`src/rtl/imem_loader.sv`:
```
// imem_loader: boot-time instruction-memory writer.
// Receives a byte stream framed as len[7:0], len[15:8], then 4*len bytes of
// little-endian words. Each word is written sequentially into the imem write
// port, and the core is released from reset once the whole frame is in.
// Optional feature macro: IMEM_LOADER_CHECKSUM_EN. When it is defined, the
// frame ends with an XOR checksum byte, and a mismatch aborts into ERR.
//
// Handshake: a byte transfers on a rising edge where in_valid && in_ready.
// in_ready is registered. It is 1 in HDR_LO/HDR_HI/DATA/CHK and 0 in DONE/ERR
// and during reset. in_data must be held stable while in_valid=1 and in_ready=0.
module imem_loader #(
    parameter int ADDR_W    = 10,
    parameter int BASE_ADDR = 0
) (
    input  logic              clk,
    input  logic              reset,
    input  logic              in_valid,
    input  logic [7:0]        in_data,
    output logic              in_ready,
    output logic              mem_we,
    output logic [ADDR_W-1:0] mem_addr,
    output logic [31:0]       mem_wdata,
    output logic              core_reset,
    output logic              done,
    output logic              err,
    output logic [ADDR_W:0]   words_loaded
);

    localparam logic [16:0]       MAX_WORDS = 17'(2 ** ADDR_W);
    localparam logic [ADDR_W-1:0] BASE      = ADDR_W'(BASE_ADDR);
    localparam logic [ADDR_W:0]   ONE_W     = 1;

`ifdef IMEM_LOADER_CHECKSUM_EN
    typedef enum logic [2:0] {HDR_LO, HDR_HI, DATA, CHK, DONE, ERR} state_t;
    localparam state_t AFTER_DATA = CHK;
`else
    typedef enum logic [2:0] {HDR_LO, HDR_HI, DATA, DONE, ERR} state_t;
    localparam state_t AFTER_DATA = DONE;
`endif

    state_t          state;
    state_t          state_next;
    logic            xfer;
    logic            word_end;
    logic            ready_next;
    logic [16:0]     hdr_len;
    logic [7:0]      len_lo;
    logic [7:0]      csum;
    logic [1:0]      byte_idx;
    logic [23:0]     part;
    logic [ADDR_W:0] len;

    assign xfer     = in_valid && in_ready;
    // Full 16-bit header length, widened by one bit so it can be compared against MAX_WORDS.
    assign hdr_len  = {1'b0, in_data, len_lo};
    assign word_end = (state == DATA) && xfer && (byte_idx == 2'd3);

    // State register.
    always_ff @(posedge clk) begin
        if (!reset) begin
            state <= HDR_LO;
        end else begin
            state <= state_next;
        end
    end

    // Next-state decode; in_ready for the next cycle follows the next state.
    always_comb begin
        state_next = state;
        ready_next = 1'b0;
        case (state)
            HDR_LO: if (xfer) state_next = HDR_HI;
            HDR_HI: begin
                if (xfer) begin
                    if (hdr_len > MAX_WORDS)     state_next = ERR;
                    else if (hdr_len == 17'd0)   state_next = AFTER_DATA;
                    else                         state_next = DATA;
                end
            end
            DATA: begin
                if (word_end && ((words_loaded + ONE_W) == len)) state_next = AFTER_DATA;
            end
`ifdef IMEM_LOADER_CHECKSUM_EN
            CHK: if (xfer) state_next = (in_data == csum) ? DONE : ERR;
`endif
            default: state_next = state;
        endcase
        ready_next = (state_next != DONE) && (state_next != ERR);
    end

    // Datapath: header capture, word assembly, write strobe, checksum, status outputs.
    always_ff @(posedge clk) begin
        if (!reset) begin
            in_ready     <= 1'b0;
            mem_we       <= 1'b0;
            mem_addr     <= BASE;
            mem_wdata    <= 32'd0;
            core_reset   <= 1'b1;
            done         <= 1'b0;
            err          <= 1'b0;
            words_loaded <= '0;
            byte_idx     <= 2'd0;
            part         <= 24'd0;
            len_lo       <= 8'd0;
            len          <= '0;
            csum         <= 8'd0;
        end else begin
            mem_we     <= 1'b0;
            in_ready   <= ready_next;
            done       <= (state_next == DONE);
            err        <= (state_next == ERR);
            core_reset <= (state_next != DONE);
            if (xfer) csum <= csum ^ in_data;
            if (xfer && state == HDR_LO) len_lo <= in_data;
            if (xfer && state == HDR_HI) len <= hdr_len[ADDR_W:0];
            if (xfer && state == DATA) begin
                byte_idx <= byte_idx + 2'd1;
                case (byte_idx)
                    2'd0:    part[7:0]   <= in_data;
                    2'd1:    part[15:8]  <= in_data;
                    2'd2:    part[23:16] <= in_data;
                    default: begin
                        // Fourth byte: issue the write; the address wraps modulo the imem size.
                        mem_we       <= 1'b1;
                        mem_wdata    <= {in_data, part};
                        mem_addr     <= BASE + words_loaded[ADDR_W-1:0];
                        words_loaded <= words_loaded + ONE_W;
                    end
                endcase
            end
        end
    end

endmodule

```
`config.mk`:
```
export PLATFORM = sky130hd
export DESIGN_NAME = imem_loader
export DESIGN_NICKNAME = d
export VERILOG_FILES = /design/src/rtl/imem_loader.sv
export SDC_FILE = /design/constraint.sdc
export NUM_CORES = 1
export LEC_CHECK = 0
export ABC_CLOCK_PERIOD_IN_PS = 2600
export CORE_ASPECT_RATIO = 0.8
export CORE_MARGIN = 2
export CORE_UTILIZATION = 40
export CTS_BUF_LIST = sky130_fd_sc_hd__clkbuf_16
export DETAILED_ROUTE_END_ITERATION = 6
export SYNTH_ARGS = -nofsm -noshare
export SYNTH_HDL_FRONTEND = slang
export SYNTH_SLANG_ARGS = --single-unit
```
`constraint.sdc`:
```
create_clock -name clk -period 2.6 [get_ports clk]
set_input_delay 0.26 -clock clk [delete_from_list [all_inputs] [get_ports clk]]
set_output_delay 0.26 -clock clk [all_outputs]
set_load 0.005 [all_outputs]
```
-- Yosys cells after proc, flatten, opt, wreduce, memory -nomap -nowiden
Cells that the tools add are included.
- logic and storage cells: 52
- input port bits: 11
- flip-flop bits (word level): 106
- output and inout bits: 58
- $lt $le $gt $ge: 1
- bitwise operators: 1
- reductions and logical operators: 16
- eq/ne operators: 10
- multiplexer cells: 7
- $add $sub $neg: 2
- operators by type and width (kind ; number):
    $logic_not A17 Y1 ; 1
    $gt A16 B11 Y1 const B ; 1
    $mux W3 ; 4
    $add A11 B1 Y11 const B ; 1
    $eq A11 B11 Y1 ; 1
    $reduce_and A2 Y1 ; 5
    $pmux W3 S3 ; 1
    $logic_and A1 B1 Y1 ; 7
    $eq A3 B2 Y1 const B ; 2
    $eq A2 B2 Y1 const B ; 2
    $eq A3 B1 Y1 const B ; 1
    $eq A3 B3 Y1 const B ; 1
    $logic_not A3 Y1 ; 1
    $ne A3 B2 Y1 const B ; 1
    $ne A3 B3 Y1 const B ; 1
    $reduce_or A3 Y1 ; 1
    $add A2 B1 Y2 const B ; 1
    $eq A2 B1 Y1 const B ; 1
    $logic_not A2 Y1 ; 1
    $mux W1 ; 2
    $not A1 Y1 ; 1

-- Depth between registers and ports, before layout
- depth after elaboration: 8
- gate-level depth with buffers: 8
- mapped depth without buffers: 7

-- Worst setup path before layout
OpenSTA, ideal clock, no wires.
- kind: reg-to-reg
- from: reg words_loaded[1]
- to: reg core_reset
- cell stages (with the launch flop): 8
- path slack: 0.385 ns
- library setup time: 0.127 ns
- clock period less this slack: 2.215 ns
- path buffers: 1
- required time: 2.473 ns
- arrival: 2.088 ns
- path through: dfxtp_1 -> ha_1 -> clkbuf_1 -> nand3_1 -> o32a_1 -> o311a_1 -> o31a_1 -> or3_1
- longest elaborated chain between the ends: 6
- RTL lines (item ; line ; RTL):
    from (decl) ; 26 ; output logic [ADDR_W:0] words_loaded
    from (signal assigned) ; 127 ; words_loaded <= words_loaded + ONE_W;
    $add A11 B1 Y11 ; 81 ; if (word_end && ((words_loaded + ONE_W) == len)) state_next = AFTER_DATA;
    $eq A11 B11 Y1 ; 81 ;
    $logic_and A1 B1 Y1 ; 81 ;
    $mux W3 ; 81 ;
    $pmux W3 S3 ; 71 ; case (state)
    $ne A3 B2 Y1 ; 112 ; core_reset <= (state_next != DONE);
    to (signal assigned) ; 112 ;
    to (decl) ; 23 ; output logic core_reset,
Every way passes these cells.
A chain may end at the register's enable or synchronous reset.

-- Worst setup path after layout
Same ends and word-level chain as after synthesis.

==> results.yml <==
drt:
  dr.pass1.iters: 5
  ant_nets: 0
  vias_per_cell: 5.02
  wl_per_cell_um: 14.6
  num_vias: 3597
  drcViolationCount: 0
  dr.first_iter.drc_count: 192
  totalWireLength_um: 10400
clock_network:
  post-cts-setup-buffers: 0
  clock_latency_ns: 0.34
  clk_pin_slew_worst_paths_ns: 0.07
  clock_sinks: 106
  cts-root-buf: "clkbuf_16"
  cts-resized-gates: 0
  cts_tree: "built"
  numCtsBuffers: 9
  clock_path_buffers: 2
  cts_hold_buf: 0
  cts.htree.levels: 3
hold_path:
  hold_class: "reg2reg"
power_and_ir_drop:
  ir_worst_vdd_mv: 0.277
  p_leak_nw: 1.82
  pwr_density_cell_mw_per_mm2: 569
  total_power_w: 0.00308
cells_and_area:
  drive_above_1_share_pct: 6.59
  n_antenna_cell: 0
  nNetsFinal: 590
  final_area_mm2: 0.00542
  regArea_mm2: 0.00212
  fillCellCount: 1000
  multiInputGateArea_mm2: 0.00198
  areaGrowthSynthToFinish_pct: 26.3
global_routing:
  grt_overflow_total: 0
  antenna_found_initial: 0
  grt_pass1_vias: 3344
  grtUsageTotal_pct: 18.4
  grt_first_pass_wirelength_um: 17100
  grt_max_degree: 81
sta:
  worst_pin_slew_ns: 0.423
  tns_ns: 0
  period_needed_ns: 2.37
  finalHoldViolCount: 0
  timing.hold.ws_ns: 0.452
  finClkSkew_ns: 0.00852
  setup_violations: 0
  fmax_mhz: 422
  min_period_over_period_pct: 91.2
  rsz0062_at_grt: "no"
  drv_slew: 0
  slew_headroom_pct: 71.8
placed_design:
  place_area_mm2: 0.00514
  io_buffers: 68
  place_hpwl_um: 7250
  gp_congestion: 0.888
setup_path:
  worst_setup_path_end_kind: "flop"
  cp-start-kind: "flop"
  worstPathMaxFanout: 8
  critPathRequiredTime_ns: 2.82
  path_class: "reg2reg"
  critPathArrivalTime_ns: 2.59
die:
  ioPinCount: 69
  dieArea_mm2: 0.0116
  fp-row-count: 33
  die_w_um: 120
  coreArea_mm2: 0.0104
  die_y_um: 96.7
  start_util_pct: 41.4
logic_synthesis:
  syn_inst: 512
  yosysMostFrequentCell: "nand2_1"
  netlist_top_cells_count: "123 x nand2_1, 106 x dfxtp_1, 69 x a21oi_1"
  synth.area.top_cells: "dfxtp_1 49%, nand2_1 11%, a21oi_1 8.0%, mux2i_1 4.7%, nor2_1 3.6%"
  synth_edf_count: 0
  ys_ff_latch: 106
  ys_async_sr_fraction_pct: 0
  yosys_warnings: 0
  seq_area_frac_synth_pct: 49.4
  synth.top_cell.area_share_pct: 49.4
  ys.flop_type: "dfxtp_1"
  avgSynthCellArea_um2: 8.38
  ys_types: 45
  synth_nets: 529
  syn_area_mm2: 0.00429
  synth_top_area_cell: "dfxtp_1"
run:
  max_cap_viol_count: 0
status:
  status: "completed"
per-layer routing:
| metal | track usage [%] | share of wire, % |
|---|---|---|
| met1 | 28.0 | 53 |
| met2 | 26.6 | 43 |
| met3 | 3.66 | 3.4 |
| met4 | 4.34 | 0.85 |
| met5 | 0 | 0 |
flip-flops by register name (all words and copies together), names as in the netlist:
name,flops
byte_idx,2
core_reset,1
done,1
err,1
in_ready,1
len,11
len_lo,8
mem_addr,10
mem_wdata,32
mem_we,1
part,24
state,3
words_loaded,11
placed cells by master, fill, tap and decap left out, types with 3 or more instances in the layout:
| cell | count |
|---|---|
| clkinv_1 | 3 |
| buf_4 | 18 |
| a21oi_1 | 69 |
| ha_1 | 6 |
| nand2_1 | 123 |
| nand3_1 | 29 |
| inv_1 | 5 |
| dfxtp_1 | 106 |
| xnor2_1 | 14 |
| clkbuf_16 | 9 |
| nand4_1 | 9 |
| nor2_1 | 41 |
| o21ai_0 | 4 |
| nor4_1 | 3 |
| mux2i_1 | 20 |
| xor2_1 | 11 |
| nor3_1 | 6 |
| clkdlybuf4s50_1 | 68 |
final timing paths:
path / slack [ns] / to / startpoint / depth (start not counted)
max: 0.23 / core_reset$_SDFF_PN1_ / words_loaded[1]$_SDFFE_PN0P_ / 7
max reg2reg: 0.23 / core_reset$_SDFF_PN1_ / words_loaded[1]$_SDFFE_PN0P_ / 7
min: 0.45 / mem_wdata[11]$_SDFFE_PN0P_ / part[11]$_SDFFE_PN0P_ / 2
min reg2reg: 0.45 / mem_wdata[11]$_SDFFE_PN0P_ / part[11]$_SDFFE_PN0P_ / 2
kinds of logic (layout without fill, tap and decap cells):
logic type,after synthesis,after routing,synth area share (%)
mux,20,20,4.66
buf+inv,43,108,4.55
xor+xnor,26,26,5.74
fa+ha+maj,6,6,1.75
flops,106,106,49.4
simple gates,227,227,23.2
compound gates,84,84,10.6
final cells by class:
cell class / instances / area share, %
Clock buffer: 9 / 4.15
Clock inverter: 6 / 1.08
Inverter: 6 / 0.415
Multi-Input combinational cell: 363 / 36.6
Sequential cell: 106 / 39.1
Tap cell: 140 / 3.23
Timing Repair Buffer: 87 / 15.4
critical path, cell delays in order (launching register included):
cell	delay, ns
dfxtp_1	0.47
ha_1	0.27
nor2b_1	0.07
or4_1	0.50
a32oi_1	0.20
nand4_1	0.14
o31a_1	0.29
or3_1	0.32
power by group:
group	switching, W	leakage, nW	internal (W)
sequential	0.0000131	0.855	0.00163
combinational	0.0000759	0.823	0.0000540
clock	0.000572	0.138	0.000735
total	0.000661	1.82	0.00242
through the flow:
step           utilization (%)  setup slack, ns  std cells
6_report                  52.3            0.229        717
5_1_grt                   52.3            0.112        717
4_1_cts                   52.3            0.234        717
3_5_place_dp              49.6            0.253        702
3_3_place_gp              49.6            0.296        702
2_1_floorplan                -            0.385        512
Power figures use the tool's default switching activity.
==> patch: new RTL, same settings <==
Set the parameter `ADDR_W` to 9 (it was 10).
--- a/src/rtl/imem_loader.sv
+++ b/src/rtl/imem_loader.sv
@@ -10,5 +10,5 @@
 // and during reset. in_data must be held stable while in_valid=1 and in_ready=0.
 module imem_loader #(
-    parameter int ADDR_W    = 10,
+    parameter int ADDR_W    = 9,
     parameter int BASE_ADDR = 0
 ) (
Interface: changed (resized mem_addr and words_loaded); port bits go from 69 to 67. The function was not compared with the original's and may differ.
==> patch against the unedited design <==
- routed wire length is 3.7% higher
- synthesized cell count is 0.39% higher
- cell area is 2.7% higher
- total power is 1.3% lower
- die area is 3.8% higher
- sequential power is 3% lower
- worst hold slack worse by 0.023 ns
- sequential cell count is 3 lower
- area after synthesis is 4.0% higher
- setup slack better by 0.33 ns
==> patch: results (changes against the unedited design) <==
[sta]
hold_ws_ns=0.429  ; -0.0232 ns
slew_headroom=0.656  ; -0.0615
fin_skew_ns=0.00272  ; -0.00580 ns

[final_layout]
num-fill-cells=1083  ; +8.3%
area_growth_pct=24.8
fin_cells=721  ; +0.56%

[global_routing]
grt_pass1_wl_um=17900  ; +4.8%
grt_use_met3=0.0422  ; +0.00569
grt_pass1_vias=3563  ; +6.5%
grt_use_total=0.187  ; +0.00306
grt_max_degree=73  ; -9.9%
grtUsageMet1=0.273  ; -0.00769
grtUsageMet2=0.279  ; +0.0125

[synthesis]
synth_compound_area_frac=0.175  ; +0.0686
ys_top_cells_by_count=135 x nand2_1, 103 x dfxtp_1, 77 x a21boi_0, 30 x nand3_1, 17 x clkbuf_1
synth_xor_area_frac=0.0432  ; -0.0142
postSynthCellCount=514  ; +0.39%
synth_adder_area_share=0.0168  ; -0.000667
synth_seq_area_share=0.462  ; -0.0323

[worst_setup_path]
critPathMaxFanout=9  ; +1
timing.rr.start=words_loaded[0]
critPathArrivalTime_ns=2.33  ; -0.26 ns
rrSetupSlack_ns=0.56  ; +0.33 ns
timing.rr.end=state[0]

[hold_path]
min_from=reset
hold_class=in -> reg

[placed_design]
dp.cells=705  ; +0.43%
pre_cts_ws_ns=0.320  ; +0.0668 ns
dp_hpwl_um=7610  ; +5.0%
gp_congestion=0.801  ; -9.9%
io_buffers=66  ; -2.9%

[power_and_ir_drop]
p_leak_nw=1.85  ; +2.1%

[drt]
drtIter0Drc=147  ; -23%
wl_met2_um=4710  ; +4.6%
routed-wl-met3_um=484  ; +36%
m1WireLength_um=5540  ; +0.86%
vias_per_cell=5.09  ; +1.5%

[run_status]
outcome=completed

## patch: power breakdown
group / leakage, nW / total, mW / switching (mW) / internal, mW
clock: 0.144 / 1.31 / 0.569 / 0.739
sequential: 0.831 / 1.60 / 0.0107 / 1.59
combinational: 0.879 / 0.138 / 0.0719 / 0.0657
## patch: area by class of cell
class / instances / share of cell area
well taps: 144 / 0.0324
flip-flops and latches: 103 / 0.370
clock inverters: 7 / 0.0115
inverters: 4 / 0.00270
clock buffers: 9 / 0.0404
repair buffers: 84 / 0.144
multi-input cells: 370 / 0.398
## patch: worst max path at each step
stage	start	end	slack, ns	cells past startpoint
floorplan	words_loaded[1]	state[0]	0.71	6
global placement	in_data[5]	core_reset	0.39	6
detailed placement	in_data[5]	core_reset	0.32	6
CTS	words_loaded[0]	state[0]	0.57	5
global route	words_loaded[0]	state[0]	0.42	5
finish	words_loaded[0]	state[0]	0.56	5
